<file path="config.mk">
export PLATFORM = sky130hd
export DESIGN_NAME = serial_frame_tx
export DESIGN_NICKNAME = d
export VERILOG_FILES = /design/src/rtl/serial_frame_pkg.sv /design/src/rtl/serial_frame_tx_baud.sv /design/src/rtl/serial_frame_tx.sv
export SDC_FILE = /design/constraint.sdc
export NUM_CORES = 1
export LEC_CHECK = 0
export CORE_ASPECT_RATIO = 0.9
export CORE_MARGIN = 5
export CORE_UTILIZATION = 35
export DETAILED_ROUTE_END_ITERATION = 16
export PLACE_DENSITY = 0.53
export SLEW_MARGIN = 0
export SYNTH_ARGS = -nofsm -noshare
export SYNTH_HDL_FRONTEND = slang
export SYNTH_SLANG_ARGS = --single-unit
</file>
<file path="constraint.sdc">
create_clock -name clock -period 3 [get_ports clock]
set_input_delay 0.6 -clock clock [delete_from_list [all_inputs] [get_ports clock]]
set_output_delay 0.6 -clock clock [all_outputs]
set_load 0.01 [all_outputs]
</file>
<file path="src/rtl/serial_frame_pkg.sv">
// Shared definitions for the serial frame transmitter and its matching receiver:
// state encoding, line levels and a helper that maps a state to its line level.
package serial_frame_pkg;

   typedef enum logic [1:0] {
      IDLE  = 2'd0,
      START = 2'd1,
      DATA  = 2'd2,
      STOP  = 2'd3
   } state_t;

   localparam logic START_BIT  = 1'b0;
   localparam logic STOP_BIT   = 1'b1;
   localparam logic IDLE_LEVEL = 1'b1;

   // Level driven on the line while in a given state; data_bit is only used in DATA.
   function automatic logic line_level(input state_t st, input logic data_bit);
      logic lvl;
      lvl = IDLE_LEVEL;
      case (st)
         IDLE:    lvl = IDLE_LEVEL;
         START:   lvl = START_BIT;
         DATA:    lvl = data_bit;
         STOP:    lvl = STOP_BIT;
         default: lvl = IDLE_LEVEL;
      endcase
      return lvl;
   endfunction

endpackage

</file>
<file path="src/rtl/serial_frame_tx_baud.sv">
// Bit-period timer: counts 0..BAUD_DIV-1 and flags the last clock of each bit.
// restart holds the count at zero so a new frame always begins a full period.
module baud_tick_gen #(
   parameter int BAUD_DIV = 4
) (
   input  logic clock,
   input  logic clear,
   input  logic restart,
   output logic tick
);

   localparam logic [15:0] LAST = 16'(BAUD_DIV - 1);

   logic [15:0] count;

   // Free-running modulo-BAUD_DIV counter, zeroed by clear or restart.
   always_ff @(posedge clock) begin
      if (clear || restart) begin
         count <= '0;
      end else if (count == LAST) begin
         count <= '0;
      end else begin
         count <= count + 16'd1;
      end
   end

   assign tick = (count == LAST);

endmodule

</file>
<file path="src/rtl/serial_frame_tx.sv">
// Parallel-in, serial-out frame transmitter: start bit, WIDTH data bits LSB
// first, stop bit, each held BAUD_DIV clocks. The line idles high.
// sout is registered from the next-state line level, so the line changes on
// the same edge as the state and never glitches.
module serial_frame_tx
   import serial_frame_pkg::*;
#(
   parameter int WIDTH    = 8,
   parameter int BAUD_DIV = 4
) (
   input  logic             clock,
   input  logic             clear,
   input  logic             load,
   input  logic [WIDTH-1:0] data_in,
   output logic             ready,
   output logic             busy,
   output logic             sout,
   output logic             sout_bar,
   output logic             done
);

   localparam logic [4:0] LAST_BIT = 5'(WIDTH - 1);

   state_t           state;
   state_t           state_next;
   logic [WIDTH-1:0] shreg;
   logic [WIDTH-1:0] shreg_next;
   logic [4:0]       bitcnt;
   logic [4:0]       bitcnt_next;
   logic             line_next;
   logic             done_next;
   logic             tick;
   logic             restart;

   // The bit timer is held at zero while idle, so the start bit gets a full period.
   assign restart = (state == IDLE);

   baud_tick_gen #(
      .BAUD_DIV (BAUD_DIV)
   ) u_baud (
      .clock   (clock),
      .clear   (clear),
      .restart (restart),
      .tick    (tick)
   );

   // Next-state, shift register, bit counter and next line level.
   always_comb begin
      state_next  = state;
      shreg_next  = shreg;
      bitcnt_next = bitcnt;
      done_next   = 1'b0;
      case (state)
         IDLE: begin
            if (load) begin
               state_next  = START;
               shreg_next  = data_in;
               bitcnt_next = '0;
            end
         end
         START: begin
            if (tick) begin
               state_next  = DATA;
               bitcnt_next = '0;
            end
         end
         DATA: begin
            if (tick) begin
               shreg_next = shreg >> 1;
               if (bitcnt == LAST_BIT) begin
                  state_next = STOP;
               end else begin
                  bitcnt_next = bitcnt + 5'd1;
               end
            end
         end
         STOP: begin
            if (tick) begin
               state_next = IDLE;
               done_next  = 1'b1;
            end
         end
         default: begin
            state_next = IDLE;
         end
      endcase
      line_next = line_level(state_next, shreg_next[0]);
   end

   // State and datapath registers; clear aborts any frame and forces the line high.
   always_ff @(posedge clock) begin
      if (clear) begin
         state    <= IDLE;
         shreg    <= '0;
         bitcnt   <= '0;
         sout     <= IDLE_LEVEL;
         sout_bar <= ~IDLE_LEVEL;
         done     <= 1'b0;
      end else begin
         state    <= state_next;
         shreg    <= shreg_next;
         bitcnt   <= bitcnt_next;
         sout     <= line_next;
         sout_bar <= ~line_next;
         done     <= done_next;
      end
   end

   assign ready = (state == IDLE);
   assign busy  = ~ready;

endmodule

</file>
Yosys cells after proc, flatten, opt, wreduce, memory -nomap -nowiden

Index checks and enable logic that the tools add are counted.

Multiplexer cells: 16
Eq/ne operators: 12
Bitwise logic cells: 3
Add/sub/neg operators: 2
Reduce and logical (&&, ||, !) cells: 10

Operators with widths:

| operator                | count |
|---|---|
| $mux W5                 | 4 |
| $add A16 B1 Y16 const B | 1 |
| $eq A16 B2 Y1 const B   | 1 |
| $mux W8                 | 2 |
| $pmux W8 S2             | 1 |
| $pmux W5 S3             | 1 |
| $mux W2                 | 5 |
| $eq A2 B2 Y1 const B    | 4 |
| $ne A2 B2 Y1 const B    | 4 |
| $pmux W2 S4             | 1 |
| $reduce_or A2 Y1        | 3 |
| $add A5 B1 Y5 const B   | 1 |
| $eq A5 B3 Y1 const B    | 1 |
| $reduce_and A5 Y1       | 1 |
| $eq A2 B1 Y1 const B    | 2 |
| $logic_not A2 Y1        | 2 |
| $not A1 Y1              | 3 |
| $pmux W1 S3             | 1 |
| $reduce_and A3 Y1       | 1 |
| $reduce_bool A3 Y1      | 1 |
| $reduce_bool A2 Y1      | 1 |
| $logic_or A1 B1 Y1      | 1 |
| $mux W1                 | 1 |

Logic and storage cells: 51
Bits in registers: 34
Input bits: 11
Output and inout bits: 5

Logic depth before layout (Yosys ltp)

Word-level depth: 8
Mapped depth: 10
Depth with buffers taken out: 10

Hierarchy

From an unflattened synthesis, not the netlist that was laid out.

Cell total of the unflattened synthesis: 181
Area, all modules: 1719.1 µm²

Modules (own cells, without submodules):

| module          | seq. area each (µm²) | cells each | instances | area each (µm²) |
|---|---|---|---|---|
| serial_frame_tx | 360.3                | 98         | 1         | 903.4 |
| baud_tick_gen   | 320.3                | 83         | 1         | 815.8 |

Least setup slack after synthesis

OpenSTA, ideal clock, no wires.

Path type: register to register
Start: register u_baud.count[0]
End: register sout
Path slack: 0.580 ns
Library setup time: 0.124 ns
Path buffers: 0
Arrival: 2.296 ns
Period minus slack after synthesis: 2.420 ns
Data required time: 2.876 ns
Cell stages (with the launch flop): 10
Cell sequence: dfxtp_1 -> ha_1 -> or4b_4 -> nor4_2 -> nand2_1 -> xor2_1 -> inv_1 -> ha_1 -> a21oi_1 -> o21ai_1

Word-level cells in the longest chain between the ends: 6
Elaborated cells on any way between the ends: 13
Classes of those cells: 4 x eq/ne; 7 x mux; 2 x reduce/logical

RTL lines:

| element                                                 | RTL line                                                            | text |
|---|---|---|
| start: declaration                                      | serial_frame_tx_baud.sv:14                                          | `logic [15:0] count;` |
| start signal: assignment                                | serial_frame_tx_baud.sv:23                                          | `count <= count + 16'd1;` |
| $eq A16 B2 Y1 *                                         | serial_frame_tx_baud.sv:27                                          | `assign tick = (count == LAST);` |
| $mux W2 (on tied branches)                              | serial_frame_tx.sv:78, serial_frame_tx.sv:62, serial_frame_tx.sv:68 |  |
| $pmux W2 S4 *                                           | serial_frame_tx.sv:53                                               | `case (state)` |
| net state_next[1]                                       | serial_frame_tx.sv:25                                               | `state_t state_next;` |
| $eq A2 B2 Y1 / $logic_not A2 Y1 (equally long branches) | serial_frame_pkg.sv:20                                              | `case (st)` |
| $reduce_or A2 Y1 (no line)                              | -                                                                   |  |
| $pmux W1 S3 *                                           | serial_frame_pkg.sv:20                                              |  |
| end signal: assignment                                  | serial_frame_tx.sv:103                                              | `sout <= line_next;` |
| end: declaration                                        | serial_frame_tx.sv:17                                               | `output logic sout,` |

The timed path passes the listed nets; every way through them passes the cells marked *. The select of a mux whose other input is x is not followed.
A chain may end at the register's enable or synchronous reset.

Worst setup path in the final report

Ends and elaborated chain as after synthesis.

==> results_dict.tcl <==
set metrics [dict create \
    status "finished, final reports clean" \
    fin_skew_ps 4.25 \
    overflow 0 \
    syn_avg_cell_area_um2 8.77 \
    via_per_inst 4.88 \
    fin_setup_tns_ps 0 \
    antennaDiodeCount 0 \
    syn_area_mm2 0.00159 \
    io_pins 16 \
    rows 23 \
    yosys.cell_types.count 40 \
    internal_power_w 0.000679 \
    cts_setup_buffers 0 \
    layout.nets 213 \
    fmax_mhz 396 \
    syn-num-nets 196 \
    combPwrFrac_pct 7.2 \
    drt_iter0_markers 40 \
    leakage_nw 0.682 \
    worstSetupStartpointType "flop" \
    seq_area_frac_synth_pct 42.9 \
    core_area_mm2 0.00443 \
    hp-class "flop to flop" \
    path_max_fanout 4 \
    numCtsBuffers 5 \
    drive_above_1_share_pct 9.05 \
    pwr-share-seq_pct 53.4 \
    cts_tree "built" \
    slew_violations 0 \
    clock_sink_count 34 \
    ys_warn_count 0 \
    grt_pass1_vias 1269 \
    switchingPower_w 0.000198 \
    power.density_mw_per_mm2 464 \
    clk_latency_ps 280 \
    dp_hpwl_um 2320 \
    h-tree-depth 2 \
    gp_congestion 0.808 \
    die_h_um 73.9 \
    required_ps 3160 \
    portBuffers 15 \
    fillCellCount 473 \
    fin_crit_ps 2520 \
    floorplan.initialDensity_pct 35.8 \
    holdBufCountCts 0 \
    wl_per_cell_um 11.9 \
    worst_ep_arrival_time_ps 2690 \
    die_x_um 81.0 \
    clockPowerShare_pct 39.4 \
    maxCapViolCount 0 \
    worst_setup_path_end_kind "flop" \
    regArea_um2 681 \
    cts.path.max_buffers 2 \
    async_flop_share_pct 0 \
    antenna_found_initial 0 \
    grt_first_pass_wirelength_um 5400 \
    routed-via-count 1274 \
    routed_wl_um 3090 \
    grt_use_total_pct 11.5 \
    rsz0062_at_grt "false" \
    synth-edff-count 0 \
    syn_to_final_growth_pct 19.1 \
    multi_input_area_um2 843 \
    clk_pin_slew_worst_paths_ps 70 \
    netSwitchingFraction_pct 22.5 \
    grt_max_degree 18 \
    postRouteAntennaNets 0 \
    ctsResizeCount 0 \
    synth_cells 181 \
    ctsRootBufferMaster "clkbuf_8" \
    drt_first_pass_iters 4 \
    die_area_mm2 0.00599 \
    worstMarginPinSlew_ps 586 \
    ir_drop_uv 239 \
    drc 0 \
    synth-main-ff-cell "dfxtp_1" \
    min_period_over_period_pct 84.1 \
    hold_violations 0 \
    relSlewSlack_pct 60.8 \
    synth.ff_latch_count 34 \
    setup-violations-final 0 \
    path_class "flop to flop" \
    hold_slack_ps 459 \
]
-- power groups by stage --
stage | Clock, W | Combinational [W] | Sequential (W)
3_5_place_dp | 0 | 0.0000634 | 0.000479
6_report | 0.000346 | 0.0000629 | 0.000469
2_1_floorplan | 0 | 0.0000371 | 0.000477
5_1_grt | 0.000375 | 0.0000705 | 0.000470
4_1_cts | 0.000355 | 0.0000638 | 0.000469
3_3_place_gp | 0 | 0.0000625 | 0.000478
-- through the flow --
step                      cells  setup slack (ps)  total power, W  area (µm²)  util, %
after floorplan             181               580        0.000514        1590        -
after global placement      253               541        0.000541        1800     40.5
after detailed placement    253               479        0.000542        1800     40.5
after CTS                   261               461        0.000887        1890     42.7
after global routing        261               264        0.000915        1890     42.7
final                       261               478        0.000877        1890     42.7
-- cell type report --
type / instances / area share (%)
multi-input combinational: 132 / 44.6
tap: 62 / 4.10
clock inverter: 2 / 0.661
inverter: 8 / 1.59
clock buffer: 6 / 4.37
sequential: 34 / 36.0
timing repair buffer: 17 / 8.73
-- layout by cell type, fill, tap and decap left out, types with 3 or more instances in the layout --
cell type | Yosys | final
a31oi_1 | 3 | 3
a21oi_1 | 9 | 9
or3_1 | 5 | 5
and3_1 | 4 | 4
nor2_1 | 23 | 23
clkdlybuf4s50_1 | 0 | 15
nand2_1 | 16 | 16
nand3_1 | 10 | 10
xor2_1 | 8 | 8
a22oi_1 | 7 | 7
inv_1 | 8 | 8
nand4_1 | 3 | 3
clkbuf_8 | 0 | 6
and2_1 | 3 | 3
o21ai_0 | 4 | 4
dfxtp_1 | 34 | 34
xnor2_1 | 6 | 6
ha_1 | 4 | 4
nor3_1 | 3 | 3
-- registers in the layout, indices dropped and copies added, names as in the netlist --
name / flops
done: 1
sout: 1
u_baud.count: 16
state: 2
shreg: 8
bitcnt: 5
sout_bar: 1
-- cells by family (layout without fill, tap and decap cells) --
group           Yosys count  after routing  share of synthesized area [%]
simple gates             82             82                           28.5
flops                    34             34                           42.9
compound gates           30             30                           12.5
buf+inv                  15             33                           4.02
xor+xnor                 14             14                           7.72
fa+ha+maj                 4              4                           3.15
mux                       2              2                           1.26
-- critical path: stages, from the launching register on --
cell	delay, ps
dfxtp_1	370
ha_1	210
or4b_4	510
nor4_2	320
nand2_1	160
xor2_1	250
inv_1	80
ha_1	270
a21oi_1	150
o21ai_1	80
-- synth_stat cells (2+ instances only) --
master / instances / area share (%)
nor4_1: 2 / 0.79
a31oi_1: 3 / 1.2
and3_1: 4 / 1.6
dfxtp_1: 34 / 43
o21ai_0: 4 / 1.3
nor2b_1: 2 / 0.79
nand4_1: 3 / 1.2
xor2_1: 8 / 4.4
and2_1: 3 / 1.2
and4_1: 2 / 1.1
inv_1: 8 / 1.9
clkbuf_1: 3 / 0.71
ha_1: 4 / 3.2
nand2_1: 16 / 3.8
nand3_1: 10 / 3.2
a21oi_1: 9 / 2.8
nor2_1: 23 / 5.4
buf_2: 2 / 0.63
or3_1: 5 / 2.0
a22oi_1: 7 / 3.3
mux2i_1: 2 / 1.3
xnor2_1: 6 / 3.3
nor3_1: 3 / 0.95
or4_4: 2 / 1.4
-- path summary, 6_finish.rpt --
| kind | startpoint | end | slack [ps] | cells after the start |
|---|---|---|---|---|
| min reg2reg | shreg[5] | shreg[5] | 460 | 2 |
| max | u_baud.count[0] | sout | 480 | 9 |
| max reg2reg | u_baud.count[0] | sout | 480 | 9 |
| min | shreg[5] | shreg[5] | 460 | 2 |
-- routing by layer --
layer / track usage [%] / wire length [µm]
met4: 4.32 / 34
met3: 3.68 / 86
met5: 0 / 0
met2: 18.9 / 1430
met1: 14.1 / 1540
No activity file was read; power rests on OpenSTA's default activity.
